**config.mk**
```make
export PLATFORM = sky130hd
export DESIGN_NAME = i2c_avs_queue
export DESIGN_NICKNAME = d
export VERILOG_FILES = /design/src/rtl/i2c_pkg.sv /design/src/rtl/i2c_fifo.sv /design/src/rtl/i2c_avs_queue.sv
export SDC_FILE = /design/constraint.sdc
export NUM_CORES = 1
export LEC_CHECK = 0
export ABC_AREA = 0
export BUFFER_PORTS_ARGS = -buffer_cell sky130_fd_sc_hd__buf_4
export CORE_ASPECT_RATIO = 1.25
export CORE_MARGIN = 3
export CORE_UTILIZATION = 62
export CTS_BUF_LIST = sky130_fd_sc_hd__clkbuf_2 sky130_fd_sc_hd__clkbuf_4 sky130_fd_sc_hd__clkbuf_8
export CTS_CLUSTER_DIAMETER = 40
export DETAILED_ROUTE_END_ITERATION = 16
export PLACE_DENSITY = 0.88
export SYNTH_ARGS = -nofsm -noshare
export SYNTH_HDL_FRONTEND = slang
export SYNTH_HIERARCHICAL = 1
export SYNTH_SLANG_ARGS = --single-unit
```
**constraint.sdc**
```tcl
create_clock -name clk -period 6.85 [get_ports clk]
set_clock_uncertainty 0.15 [all_clocks]
set_input_delay 1.37 -clock clk [delete_from_list [all_inputs] [get_ports clk]]
set_output_delay 1.37 -clock clk [all_outputs]
set_load 0.005 [all_outputs]
```
**src/rtl/i2c_pkg.sv**
```systemverilog
// Shared types and constants for the Avalon-MM I2C command queue.
package i2c_pkg;

  typedef enum logic [1:0] {
    ST_IDLE  = 2'd0,
    ST_ISSUE = 2'd1,
    ST_WAIT  = 2'd2
  } seq_state_e;

  // One queued transfer: bus condition flags plus the byte to send.
  typedef struct packed {
    logic       start;
    logic       wr;
    logic       ack;
    logic       stop;
    logic [7:0] data;
  } cmd_entry_t;

  localparam logic [2:0] ADR_CTRL    = 3'd0;
  localparam logic [2:0] ADR_IRQ     = 3'd1;
  localparam logic [2:0] ADR_DATA    = 3'd2;
  localparam logic [2:0] ADR_CMD     = 3'd3;
  localparam logic [2:0] ADR_CMD_LVL = 3'd4;
  localparam logic [2:0] ADR_RX_LVL  = 3'd5;

  localparam logic [1:0] ERR_OK      = 2'b00;
  localparam logic [1:0] ERR_NACK    = 2'b01;
  localparam logic [1:0] ERR_TIMEOUT = 2'b10;

endpackage

```
**src/rtl/i2c_fifo.sv**
```systemverilog
// Synchronous FIFO with occupancy output and single-cycle flush.
// A push while full is taken only when a pop frees the head slot in the same cycle.
module i2c_fifo #(
  parameter int WIDTH = 8,
  parameter int DEPTH = 8
) (
  input  logic                     clk,
  input  logic                     reset,
  input  logic                     flush,
  input  logic                     push,
  input  logic [WIDTH-1:0]         wdata,
  input  logic                     pop,
  output logic [WIDTH-1:0]         rdata,
  output logic                     full,
  output logic                     empty,
  output logic [$clog2(DEPTH):0]   level
);

  localparam int AW = $clog2(DEPTH);

  logic [WIDTH-1:0] mem_q [DEPTH];
  logic [WIDTH-1:0] mem_d [DEPTH];
  logic [AW:0]      wptr_q, wptr_d, rptr_q, rptr_d;
  logic             do_push, do_pop;

  assign level   = wptr_q - rptr_q;
  assign empty   = (wptr_q == rptr_q);
  assign full    = (wptr_q[AW] != rptr_q[AW]) && (wptr_q[AW-1:0] == rptr_q[AW-1:0]);
  assign rdata   = mem_q[rptr_q[AW-1:0]];
  assign do_push = push & (~full | pop);
  assign do_pop  = pop & ~empty;

  // Pointer and storage next-state; flush overrides any push/pop.
  always_comb begin
    mem_d  = mem_q;
    wptr_d = wptr_q;
    rptr_d = rptr_q;
    if (flush) begin
      wptr_d = '0;
      rptr_d = '0;
    end else begin
      if (do_push) begin
        mem_d[wptr_q[AW-1:0]] = wdata;
        wptr_d = wptr_q + 1'b1;
      end
      if (do_pop) begin
        rptr_d = rptr_q + 1'b1;
      end
    end
  end

  // Pointer registers.
  always_ff @(posedge clk) begin
    if (reset) begin
      wptr_q <= '0;
      rptr_q <= '0;
    end else begin
      wptr_q <= wptr_d;
      rptr_q <= rptr_d;
    end
  end

  // Storage array; contents are don't-care while empty, so no reset.
  always_ff @(posedge clk) begin
    mem_q <= mem_d;
  end

endmodule

```
**src/rtl/i2c_avs_queue.sv**
```systemverilog
// Avalon-MM front end that queues I2C byte commands and sequences them to the core.
//
//   state    | meaning
//   ST_IDLE  | waiting for enabled, non-empty, error-free queue
//   ST_ISSUE | load head entry onto core outputs, pulse cmdBegin, pop
//   ST_WAIT  | transfer in flight, waiting for cmdRdy
module i2c_avs_queue
  import i2c_pkg::*;
#(
  parameter int DEPTH = 8
) (
  input  logic       clk,
  input  logic       reset,
  input  logic [2:0] avsAdr,
  input  logic       avsWr,
  input  logic [7:0] avsWrData,
  input  logic       avsRd,
  output logic [7:0] avsRdData,
  output logic       insIrq,
  output logic       cmdBegin,
  output logic       cmdClear,
  output logic       cmdBitStart,
  output logic       cmdBitWr,
  output logic       cmdBitAck,
  output logic       cmdBitStop,
  output logic [7:0] cmdByteWr,
  input  logic       cmdRdy,
  input  logic [7:0] cmdByteRd,
  input  logic [1:0] cmdErr,
  input  logic       cmdBusy,
  input  logic       cmdWait
);

  localparam int LW = $clog2(DEPTH) + 1;

  seq_state_e state_q, state_d;
  cmd_entry_t issued_q, issued_d;
  logic       mod_en_q, mod_en_d, irq_en_q, irq_en_d;
  logic [7:0] stage_q, stage_d, rd_data_q, rd_data_d;
  logic [3:0] status_q, status_d;
  logic       err_latched_q, err_latched_d;
  logic [1:0] last_err_q, last_err_d;
  logic       cmd_begin_q, cmd_begin_d, cmd_clear_q, cmd_clear_d;

  logic          wr_ctrl, wr_irq, wr_data, wr_cmd, soft_rst, clear_evt;
  logic          cmd_push, cmd_pop, cmd_flush, cmd_full, cmd_empty;
  logic          rx_push, rx_pop, rx_full, rx_empty;
  logic [LW-1:0] cmd_level, rx_level;
  logic [11:0]   cmd_head_raw;
  cmd_entry_t    cmd_head;
  logic [7:0]    rx_head;
  logic          seq_done, seq_err, rx_ovf_set, cmd_ovf_set;

  assign wr_ctrl   = avsWr && (avsAdr == ADR_CTRL);
  assign wr_irq    = avsWr && (avsAdr == ADR_IRQ);
  assign wr_data   = avsWr && (avsAdr == ADR_DATA);
  assign wr_cmd    = avsWr && (avsAdr == ADR_CMD);
  assign soft_rst  = wr_ctrl & avsWrData[0];
  assign clear_evt = wr_ctrl & (~avsWrData[7] | avsWrData[0]);
  assign cmd_head  = cmd_entry_t'(cmd_head_raw);

  i2c_fifo #(.WIDTH(12), .DEPTH(DEPTH)) u_cmd_fifo (
    .clk   (clk),
    .reset (reset),
    .flush (cmd_flush),
    .push  (cmd_push),
    .wdata ({avsWrData[7:4], stage_q}),
    .pop   (cmd_pop),
    .rdata (cmd_head_raw),
    .full  (cmd_full),
    .empty (cmd_empty),
    .level (cmd_level)
  );

  i2c_fifo #(.WIDTH(8), .DEPTH(DEPTH)) u_rx_fifo (
    .clk   (clk),
    .reset (reset),
    .flush (clear_evt),
    .push  (rx_push),
    .wdata (cmdByteRd),
    .pop   (rx_pop),
    .rdata (rx_head),
    .full  (rx_full),
    .empty (rx_empty),
    .level (rx_level)
  );

  // Sequencer: issue one queued entry at a time and collect its completion.
  always_comb begin
    state_d     = state_q;
    issued_d    = issued_q;
    cmd_begin_d = 1'b0;
    cmd_pop     = 1'b0;
    rx_push     = 1'b0;
    seq_done    = 1'b0;
    seq_err     = 1'b0;
    last_err_d  = last_err_q;
    case (state_q)
      ST_IDLE: begin
        if (mod_en_q && !cmd_empty && !err_latched_q) state_d = ST_ISSUE;
      end
      ST_ISSUE: begin
        issued_d    = cmd_head;
        cmd_begin_d = 1'b1;
        cmd_pop     = 1'b1;
        state_d     = ST_WAIT;
      end
      ST_WAIT: begin
        if (cmdRdy) begin
          last_err_d = cmdErr;
          state_d    = ST_IDLE;
          if (cmdErr != ERR_OK) begin
            seq_err = 1'b1;
          end else begin
            rx_push  = ~issued_q.wr;
            seq_done = cmd_empty;
          end
        end
      end
      default: state_d = ST_IDLE;
    endcase
    // A clear abandons whatever the sequencer was doing this cycle.
    if (clear_evt) begin
      state_d     = ST_IDLE;
      issued_d    = issued_q;
      cmd_begin_d = 1'b0;
      cmd_pop     = 1'b0;
      rx_push     = 1'b0;
      seq_done    = 1'b0;
      seq_err     = 1'b0;
      last_err_d  = ERR_OK;
    end
  end

  // Register file: control, sticky status, staged byte, command push and read mux.
  always_comb begin
    mod_en_d      = mod_en_q;
    irq_en_d      = irq_en_q;
    stage_d       = stage_q;
    rd_data_d     = rd_data_q;
    cmd_clear_d   = clear_evt;
    cmd_push      = wr_cmd & ~cmd_full;
    cmd_ovf_set   = wr_cmd & cmd_full;
    cmd_flush     = clear_evt | seq_err;
    rx_pop        = avsRd && (avsAdr == ADR_DATA) && !rx_empty;
    rx_ovf_set    = rx_push & rx_full & ~rx_pop;
    status_d      = (status_q & ~(wr_irq ? avsWrData[3:0] : 4'h0))
                  | {cmd_ovf_set, rx_ovf_set, seq_err, seq_done};
    err_latched_d = (err_latched_q & ~(wr_irq & avsWrData[1])) | seq_err;
    if (wr_ctrl) begin
      mod_en_d = avsWrData[7];
      irq_en_d = avsWrData[6];
    end
    if (wr_data) stage_d = avsWrData;
    if (clear_evt) begin
      status_d      = 4'h0;
      err_latched_d = 1'b0;
      if (soft_rst) begin
        mod_en_d = 1'b0;
        irq_en_d = 1'b0;
        stage_d  = 8'h00;
      end
    end
    if (avsRd) begin
      case (avsAdr)
        ADR_CTRL:    rd_data_d = {mod_en_q, irq_en_q, 6'b0};
        ADR_IRQ:     rd_data_d = {4'b0, status_q};
        ADR_DATA:    rd_data_d = rx_empty ? 8'h00 : rx_head;
        ADR_CMD:     rd_data_d = {cmdBusy, cmdWait, cmd_full, rx_empty,
                                  err_latched_q, 1'b0, last_err_q};
        ADR_CMD_LVL: rd_data_d = 8'(cmd_level);
        ADR_RX_LVL:  rd_data_d = 8'(rx_level);
        default:     rd_data_d = 8'h00;
      endcase
    end
  end

  // All state registers.
  always_ff @(posedge clk) begin
    if (reset) begin
      state_q       <= ST_IDLE;
      issued_q      <= '0;
      mod_en_q      <= 1'b0;
      irq_en_q      <= 1'b0;
      stage_q       <= 8'h00;
      rd_data_q     <= 8'h00;
      status_q      <= 4'h0;
      err_latched_q <= 1'b0;
      last_err_q    <= ERR_OK;
      cmd_begin_q   <= 1'b0;
      cmd_clear_q   <= 1'b0;
    end else begin
      state_q       <= state_d;
      issued_q      <= issued_d;
      mod_en_q      <= mod_en_d;
      irq_en_q      <= irq_en_d;
      stage_q       <= stage_d;
      rd_data_q     <= rd_data_d;
      status_q      <= status_d;
      err_latched_q <= err_latched_d;
      last_err_q    <= last_err_d;
      cmd_begin_q   <= cmd_begin_d;
      cmd_clear_q   <= cmd_clear_d;
    end
  end

  assign avsRdData   = rd_data_q;
  assign insIrq      = mod_en_q & irq_en_q & (|status_q);
  assign cmdBegin    = cmd_begin_q;
  assign cmdClear    = cmd_clear_q;
  assign cmdBitStart = issued_q.start;
  assign cmdBitWr    = issued_q.wr;
  assign cmdBitAck   = issued_q.ack;
  assign cmdBitStop  = issued_q.stop;
  assign cmdByteWr   = issued_q.data;

endmodule
```
==> results of run 1 <==
-- routing by layer --
layer	up-vias	GRT usage, %	part of all wire, %
met5	-	0	0
met4	0	9.70	3.5
met3	54	4.18	6.3
met2	255	46.2	55
met1	2749	28.9	35
li1	2506	-	-
-- cell usage after synthesis (4+ instances only) --
| cell type | n | area (µm²) |
|---|---|---|
| edfxtp_1 | 160 | 4800 |
| mux2i_1 | 28 | 280 |
| buf_4 | 6 | 45.0 |
| nand3_1 | 6 | 30.0 |
| nand2_1 | 100 | 375 |
| buf_2 | 9 | 45.0 |
| nor2b_1 | 5 | 31.3 |
| a21o_1 | 5 | 37.5 |
| inv_1 | 19 | 71.3 |
| ha_1 | 10 | 125 |
| dfxtp_1 | 57 | 1140 |
| mux4_2 | 40 | 901 |
| xor2_1 | 8 | 70.1 |
| clkbuf_1 | 11 | 41.3 |
| a211o_1 | 4 | 35.0 |
| xnor2_1 | 8 | 70.1 |
| nor2_1 | 43 | 161 |
| nand2b_1 | 4 | 25.0 |
| nor4_1 | 7 | 43.8 |
| o21ai_0 | 17 | 85.1 |
| nor3_1 | 7 | 35.0 |
| a21oi_1 | 21 | 105 |
| o211ai_1 | 4 | 30.0 |
| or3b_2 | 4 | 35.0 |
-- worst max-delay path by stage --
stage               depth (start not counted)                    to  slack, ps
finish                                      7  u_cmd_fifo/mem_q[68]       2460
global route                                8    u_rx_fifo/mem_q[2]       2200
CTS                                         8    u_rx_fifo/mem_q[1]       2580
detailed placement                          7   u_rx_fifo/mem_q[32]       2520
global placement                            7   u_rx_fifo/mem_q[35]       2670
floorplan                                   6   u_rx_fifo/mem_q[48]       2860
-- sequential cells by signal, summed over array words and instances (netlist names), 2 cells and up --
register / flops
u_cmd_fifo/mem_q: 96
u_rx_fifo/mem_q: 64
avsRdData: 8
cmdByteWr: 8
stage_q: 8
status_q: 4
u_cmd_fifo/rptr_q: 4
u_cmd_fifo/wptr_q: 4
u_rx_fifo/rptr_q: 4
u_rx_fifo/wptr_q: 4
last_err_q: 2
state_q: 2
-- report_power, final --
part | internal (mW) | switching [mW] | leakage, nW
clock network | 0.625 | 0.460 | 0.363
registers | 1.41 | 0.00474 | 1.88
logic | 0.0253 | 0.0424 | 1.36
total | 2.06 | 0.507 | 3.60
-- metrics by stage --
step / hold WS [ps] / instance area, µm² / power (mW) / cells / utilization [%]
2_1_floorplan: 300 / 9160 / 1.47 / 639 / -
3_3_place_gp: 293 / 9680 / 1.50 / 846 / 67.2
4_1_cts: 314 / 10400 / 2.59 / 904 / 71.9
3_5_place_dp: 304 / 9680 / 1.51 / 846 / 67.2
6_report: 308 / 10400 / 2.57 / 904 / 71.9
5_1_grt: 339 / 10400 / 2.65 / 904 / 71.9
-- cell families (layout without fill, tap and decap cells) --
logic type      after synthesis  in the layout  synth area share (%)
flops                       217            217                  64.9
buf+inv                      51            138                  2.62
xor+xnor                     18             18                  1.89
fa+ha+maj                    12             12                  1.80
simple gates                207            207                  11.2
compound gates               66             66                  4.63
mux                          68             68                  12.9
-- layout by cell type, fill, tap and decap left out, types with 3 or more instances in the layout --
cell type,n
edfxtp_1,160
nand2_1,100
buf_4,60
dfxtp_1,56
nor2_1,43
mux4_2,40
clkbuf_8,31
mux2i_1,28
a21oi_1,21
inv_1,19
o21ai_0,17
clkbuf_4,16
ha_1,10
xnor2_1,8
xor2_1,8
nor4_1,7
nor3_1,6
nand3_1,6
clkinv_2,6
nor2b_1,5
a21o_1,5
nand2b_1,4
or3b_2,4
a211o_1,4
o211ai_1,4
or2_2,3
nand3b_1,3
and4b_1,3
a31oi_1,3
bufinv_16,3
and4_1,3
-- final cells by class --
type                       instances  area share [%]
sequential                       217            57.4
multi-input combinational        371            28.8
clock buffer                      47            5.28
timing repair buffer              60            4.35
tap                              178            2.15
clock inverter                    11            1.30
inverter                          20           0.725
-- worst max-delay path, delay by kind of cell, from the launching register on --
kind	cells	cell delay, ps
and+or+nand+nor	5	2340
DFF	1	640
adders and majority gates	1	450
buffers and inverters	1	410
==> flow_summary.json, run 1 <==
{
  "r2r_end": "u_cmd_fifo/mem_q[68]",
  "hold_viol": 0,
  "root_buffer": "clkbuf_8",
  "insertion_delay_ps": 560,
  "setup_violations": 0,
  "path_cells": "inv_1, ha_1, nand3_1, nor2_1, and4b_1, or4b_4, nor2_1",
  "design.portCount": 51,
  "drv_cap": 0,
  "hpwl_mm": 13.6,
  "yosys_warnings": 6,
  "min_path_type": "register to register",
  "syn_inst": 639,
  "holdPathStages": 2,
  "vias_per_cell": 6.15,
  "initial_core_util_pct": 63.6,
  "dieArea_mm2": 0.0163,
  "path_max_fanout": 14,
  "drcViolationCount": 0,
  "grt_pass1_wl_mm": 31.4,
  "grt_max_degree": 30,
  "port_buffers": 50,
  "worst_slack_ps": 2460,
  "ant_nets": 0,
  "drtIter0Drc": 429,
  "multi_input_area_mm2": 0.00298,
  "yosysUniqueCellTypes": 59,
  "fp.coreArea_mm2": 0.0144,
  "tns_ps": 0,
  "peakVddDrop_mv": 0.197,
  "min_period_over_period_pct": 64.0,
  "fill_cells": 854,
  "tightest_slew_ps": 1310,
  "maxSlewHeadroom_pct": 12.6,
  "required_ps": 6860,
  "hold_buffers": 0,
  "wl_per_cell_um": 22.0,
  "avgSynthCellArea_um2": 14.3,
  "cts_resized": 0,
  "max_freq_ghz": 0.228,
  "via_count": 5564,
  "worstSetupStartpoint": "u_cmd_fifo/rptr_q[2]",
  "wl_mm": 19.9,
  "synth-edff-count": 160,
  "syn_area_mm2": 0.00916,
  "holdPathEnd": "cmdBitStop",
  "slowest_stage": "nor2_1",
  "path_class": "register to register",
  "grt_pass1_vias": 5875,
  "ff2ff_setup_slack_ps": 2460,
  "slew_violations": 0,
  "rsz0062_at_grt": "no",
  "critPathMostFrequentCell": "nor2_1",
  "clock_sinks": 217,
  "grtUsageTotal_pct": 25.1,
  "power.density_mw_per_mm2": 248,
  "ys_async_sr_fraction_pct": 0,
  "syn_nets": 679,
  "layout_min_cycle_time_ps": 4390,
  "clkTransAtPathRegs_ps": 60,
  "hp-start": "cmdBitStop",
  "r2r_start": "u_cmd_fifo/rptr_q[2]",
  "synth-seq-cells": 217,
  "worst_setup_path_start_kind": "register",
  "overflow": 0,
  "yosysSeqAreaShare_pct": 64.9,
  "grt_antenna_before_repair": 0,
  "critPathCaptureType": "register",
  "numCtsBuffers": 31,
  "num_antenna_cells": 0,
  "fp.dieW_um": 115,
  "critPathArrivalTime_ps": 4400,
  "num-nets-final": 741,
  "dp_slack_ps": 2520,
  "place.gp.congestion": 0.856,
  "regArea_mm2": 0.00595,
  "clk_path_buf_depth": 3,
  "cts_tree": "built",
  "layout-drive-gt1-share_pct": 24.9,
  "reg2reg_depth": 7,
  "crit_path_max_incr_delay_ps": 1010,
  "area_growth_pct": 13.1,
  "cts_setup_buffers": 0,
  "htreeDepth": 1,
  "status": "completed",
  "dr.pass1.iters": 5,
  "dieHeight_um": 142,
  "p_leak_nw": 3.60,
  "synth_ff_type": "edfxtp_1",
  "fp-row-count": 49
}
Note: power is estimated with default switching activity, not from simulation.
==> run 2: changes to the inputs <==
clock period = 4.16 ns   (was 6.85 ns; I/O delays follow)
==> run 2 against run 1 <==
  * Register-to-register slack got worse by 1600 ps
  * Global-route usage fell by 0.67 points
  * First-iteration DRC count shrank 6.1%
==> flow_summary.json, run 2 (same netlist as run 1, synthesis figures left out) <==
{
  "hpwl_mm": 13.4,
  "max_flop_register": "u_cmd_fifo/mem_q",
  "dieArea_mm2": 0.0163,
  "drtIter0Drc": 403,
  "crit_path_max_incr_delay_ps": 500,
  "max_freq_ghz": 0.303,
  "grt_pass1_wl_mm": 30.6,
  "fp.coreArea_mm2": 0.0144,
  "path_class": "register to register",
  "largest_register_ffs": 96,
  "path_max_fanout": 10,
  "fp-row-count": 49,
  "htreeDepth": 1,
  "num-nets-final": 755,
  "tightest_slew_ps": 1040,
  "wl_mm": 19.3,
  "fill_cells": 876,
  "root_buffer": "clkbuf_8",
  "largest_registers": "u_cmd_fifo/mem_q x96, u_rx_fifo/mem_q x64",
  "grt_max_degree": 30,
  "pwr-share-seq_pct": 56.7,
  "area_growth_pct": 13.7,
  "wl_per_cell_um": 21.1,
  "peakVddDrop_mv": 0.397,
  "final_common_cell": "edfxtp_1",
  "cts_resized": 0,
  "clock_sinks": 217,
  "rsz0062_at_grt": "no",
  "maxSlewHeadroom_pct": 30.9,
  "final_cell_area_mm2": 0.0104,
  "required_ps": 4270,
  "pwr-share-comb_pct": 2.7,
  "tns_ps": 0,
  "num_antenna_cells": 0,
  "whs_ps": 306,
  "place.gp.congestion": 0.892,
  "port_buffers": 50,
  "dieHeight_um": 142,
  "layout_min_cycle_time_ps": 3300,
  "dr.pass1.iters": 5,
  "clkTransAtPathRegs_ps": 60,
  "critPathCaptureType": "register",
  "hold_viol": 0,
  "drv_cap": 0,
  "min_path_type": "register to register",
  "p_clk_share_pct": 40.6,
  "insertion_delay_ps": 560,
  "design.portCount": 51,
  "p_sw_uw": 825,
  "initial_core_util_pct": 63.6,
  "grt_pass1_vias": 5707,
  "p_leak_nw": 3.65,
  "drcViolationCount": 0,
  "power.density_mw_per_mm2": 394,
  "hold_buffers": 0,
  "ant_nets": 0,
  "slew_violations": 0,
  "layout-drive-gt1-share_pct": 25.6,
  "p_total_mw": 4.11,
  "grt_antenna_before_repair": 0,
  "setup_violations": 0,
  "p_int_mw": 3.28,
  "place_area_mm2": 0.00978,
  "clk_path_buf_depth": 3,
  "vias_per_cell": 6.13,
  "cts_setup_buffers": 0,
  "status": "completed",
  "cts_tree": "built",
  "overflow": 0,
  "switching_share_pct": 20.1,
  "fp.dieW_um": 115,
  "via_count": 5605,
  "path_cells": "inv_2, ha_1, nand3_1, nor2_1, or2_2, nor2_1, nor3_4, nor4_1, buf_4",
  "multi_input_area_mm2": 0.00298,
  "regArea_mm2": 0.00595,
  "worst_setup_path_start_kind": "register",
  "critPathMostFrequentCell": "nor2_1",
  "critPathArrivalTime_ps": 3410,
  "slowest_stage": "dfxtp_1",
  "min_period_over_period_pct": 79.3,
  "mostFrequentLayoutCells": "edfxtp_1 (160), nand2_1 (100), buf_4 (74), dfxtp_1 (56), nor2_1 (43)",
  "numCtsBuffers": 31,
  "grtUsageTotal_pct": 24.4,
  "ff2ff_setup_slack_ps": 860
}
## run 2: worst paths after layout
kind | to | cells past startpoint | start
setup reg to reg | u_rx_fifo/mem_q[31] | 9 | u_rx_fifo/rptr_q[2]
setup / recovery | u_rx_fifo/mem_q[31] | 9 | u_rx_fifo/rptr_q[2]
hold reg to reg | cmdBitStop | 2 | cmdBitStop
hold / removal | cmdBitStop | 2 | cmdBitStop
## run 2: area by class of cell
| type | count | share of cell area [%] |
|---|---|---|
| Tap cell | 178 | 2.14 |
| Clock inverter | 8 | 0.673 |
| Sequential cell | 217 | 57.1 |
| Multi-Input combinational cell | 371 | 28.6 |
| Timing Repair Buffer | 74 | 5.34 |
| Inverter | 20 | 0.721 |
| Clock buffer | 47 | 5.37 |
## run 2: power by group through the flow
stage / Combinational [mW] / Sequential (mW) / Clock [mW]
detailed placement: 0.112 / 2.37 / 0
floorplan: 0.0559 / 2.37 / 0
finish: 0.112 / 2.33 / 1.67
global placement: 0.107 / 2.37 / 0
global route: 0.121 / 2.33 / 1.80
CTS: 0.112 / 2.33 / 1.70
## run 2: through the flow
stage / cells / setup slack (ps) / utilization [%]
3_3_place_gp: 860 / 927 / 67.9
3_5_place_dp: 860 / 863 / 67.9
2_1_floorplan: 639 / 272 / -
5_1_grt: 915 / 588 / 72.3
6_report: 915 / 863 / 72.3
4_1_cts: 915 / 878 / 72.3
## run 2: critical path: cells and delay by family, from the launching register on
| kind | cells | cell delay [ps] |
|---|---|---|
| buf+inv | 2 | 380 |
| flops | 1 | 500 |
| fa+ha+maj | 1 | 350 |
| simple gates | 6 | 1620 |
## run 2: routing by layer
layer	vias to the layer above	global-route usage, %	routed length (µm)	share of wire, %
met5	-	0	0	0
met4	0	10.5	862	4.5
met3	69	4.22	1330	6.9
met2	253	42.3	10000	52
met1	2741	30.1	7060	37
li1	2542	-	-	-
==> run 3: changes to the inputs <==
ABC_AREA = 1   (was 0)
CORE_UTILIZATION = 57   (was 62)
PLACE_DENSITY = 0.85   (was 0.88)
clock period = 3.02 ns   (was 4.16 ns; I/O delays follow)
==> run 3 against run 2 <==
  * Core utilization is 4.6 points lower
  * Design area is 3.3% higher
  * Non-clock buffer count is 2 higher
  * Critical path type unchanged
  * Fmax is 18% higher
  * Sequential share of layout area is 1.8 points lower
  * Clock-buffer cell count is 3 higher
  * Via count is 24% higher
  * Setup slack worse by 640 ps
  * Combinational power is 36% higher
  * Critical endpoint is now u_cmd_fifo/mem_q[3]
  * Register-to-register slack worse by 640 ps
  * Wire length is 11% higher
==> flow_summary.json, run 3 <==
{
  "critPathMostFrequentCell": "nand2_1",
  "via_count": 6939,
  "slew_violations": 0,
  "final_common_cell": "nand2_1",
  "hold_buffers": 0,
  "overflow": 0,
  "dieArea_mm2": 0.0181,
  "maxSlewHeadroom_pct": 58.9,
  "htreeDepth": 2,
  "min_path_type": "primary input to register",
  "dr.pass1.iters": 5,
  "insertion_delay_ps": 520,
  "clkTransAtPathRegs_ps": 60,
  "root_buffer": "clkbuf_8",
  "drtIter0Drc": 550,
  "ys_async_sr_fraction_pct": 0,
  "vias_per_cell": 5.65,
  "cts_tree": "built",
  "wl_per_cell_um": 17.4,
  "crit_path_max_incr_delay_ps": 480,
  "yosys_warnings": 6,
  "critPathCaptureType": "register",
  "slowest_stage": "nor2_2",
  "peakVddDrop_mv": 0.453,
  "path_class": "register to register",
  "place.gp.congestion": 0.950,
  "num-nets-final": 1033,
  "fp.dieW_um": 121,
  "drv_cap": 0,
  "clock_sinks": 217,
  "grt_pass1_wl_mm": 33.7,
  "fp.coreArea_mm2": 0.0159,
  "grt_pass1_vias": 6782,
  "avgSynthCellArea_um2": 10.2,
  "yosys.area.top_type": "edfxtp_1",
  "p_leak_nw": 4.00,
  "layout_min_cycle_time_ps": 2800,
  "mostFrequentLayoutCells": "nand2_1 (165), edfxtp_1 (160), nor2_1 (152), o21ai_0 (81), buf_4 (75)",
  "hold_viol": 0,
  "syn_nets": 958,
  "synth.area.top_cells": "edfxtp_1 (51%), dfxtp_1 (12%), nand2_1 (6.6%)",
  "fp-row-count": 51,
  "p_total_mw": 5.88,
  "synth_most_common_cell": "nand2_1",
  "layout-drive-gt1-share_pct": 19.1,
  "path_max_fanout": 12,
  "ff2ff_setup_slack_ps": 220,
  "synth_common_cells": "nand2_1 (165), edfxtp_1 (160), nor2_1 (156)",
  "wl_mm": 21.4,
  "synth-edff-count": 160,
  "grt_antenna_before_repair": 0,
  "worst_setup_path_start_kind": "register",
  "yosysUniqueCellTypes": 36,
  "setup_violations": 0,
  "tightest_slew_ps": 616,
  "grtUsageTotal_pct": 24.1,
  "min_period_over_period_pct": 92.7,
  "power.density_mw_per_mm2": 547,
  "ant_nets": 0,
  "num_antenna_cells": 0,
  "required_ps": 3000,
  "largest_registers": "u_cmd_fifo/mem_q x96, u_rx_fifo/mem_q x64",
  "critPathArrivalTime_ps": 2780,
  "rsz0062_at_grt": "no",
  "synth-seq-cells": 217,
  "tns_ps": 0,
  "numCtsBuffers": 34,
  "max_flop_register": "u_cmd_fifo/mem_q",
  "synth.top_cell.area_share_pct": 51.2,
  "syn_inst": 918,
  "dieHeight_um": 149,
  "largest_register_ffs": 96,
  "grt_max_degree": 53,
  "max_freq_ghz": 0.357,
  "drcViolationCount": 0,
  "design.portCount": 51,
  "syn_area_mm2": 0.00939,
  "area_growth_pct": 14.6,
  "initial_core_util_pct": 59.1,
  "synth_ff_type": "edfxtp_1",
  "port_buffers": 50,
  "path_cells": "inv_1, ha_1, nand2_1, nor3_1, nor4_2, nand2_1, nor2_1, nand2_1, nor2_2",
  "yosysSeqAreaShare_pct": 63.4,
  "clk_path_buf_depth": 3,
  "hpwl_mm": 14.6,
  "status": "completed"
}
## run 3: where the power goes
group | internal, mW | switching (mW) | leakage [nW] | total [mW]
clock network | 1.43 | 1.09 | 0.375 | 2.52
registers | 3.20 | 0.0101 | 1.85 | 3.21
logic | 0.0518 | 0.100 | 1.77 | 0.152
## run 3: final cells by class
class,instances,area (µm²)
Clock buffer,50,632
Sequential cell,217,5950
Multi-Input combinational cell,610,3040
Fill cell,1159,5140
Clock inverter,10,73.8
Timing Repair Buffer,76,583
Inverter,54,208
Tap cell,212,265
## run 3: critical path, delay by kind of cell, from the launching register on
family	cells	cell delay (ps)
flops	1	380
buf+inv	1	110
fa+ha+maj	1	320
simple gates	7	1450
## run 3: logic make-up (layout without fill, tap and decap cells)
logic type / Yosys count / count (layout) / synth area share, %
compound gates: 180 / 180 / 10.2
xor+xnor: 8 / 8 / 0.747
fa+ha+maj: 12 / 12 / 1.76
buf+inv: 91 / 190 / 5.01
flops: 217 / 217 / 63.4
simple gates: 410 / 410 / 19.0
## run 3: routing by layer
layer  global-route usage [%]  wire length [µm]  vias to the layer above  share of wire (%)
met5                        0                 0                        -                  0
met4                     12.7              1020                        0                4.7
met3                     4.80              1330                       62                6.2
met2                     43.2             11100                      271                 52
met1                     27.1              7940                     3290                 37
li1                         -                 -                     3316                  -
## run 3: final timing paths
| path | cells after the start | end | start |
|---|---|---|---|
| setup reg to reg | 9 | u_cmd_fifo/mem_q[3] | u_cmd_fifo/wptr_q[0] |
| hold reg to reg | 2 | avsRdData[2] | avsRdData[2] |
| setup / recovery | 9 | u_cmd_fifo/mem_q[3] | u_cmd_fifo/wptr_q[0] |
| hold / removal | 1 | u_rx_fifo/mem_q[23] | cmdByteRd[7] |
## run 3: repair_timing
| item | 4_1_cts | 5_1_grt |
|---|---|---|
| gates resized for setup | 0 | 5 |
| hold endpoints to repair | 0 | 0 |
| setup buffers | 0 | 1 |
| endpoints found under the setup margin | 0 | 26 |
## run 3: per-stage QoR
stage               util, %  instances  hold slack, ps  setup WS [ps]  cell area (µm²)
floorplan                 -        918             294           11.8             9450
CTS                    67.5       1228             158           80.2            10700
global route           67.7       1229             168           23.3            10800
global placement       63.0       1168             310            285            10000
detailed placement     63.0       1168             309            163            10000
finish                 67.7       1229             177            222            10800
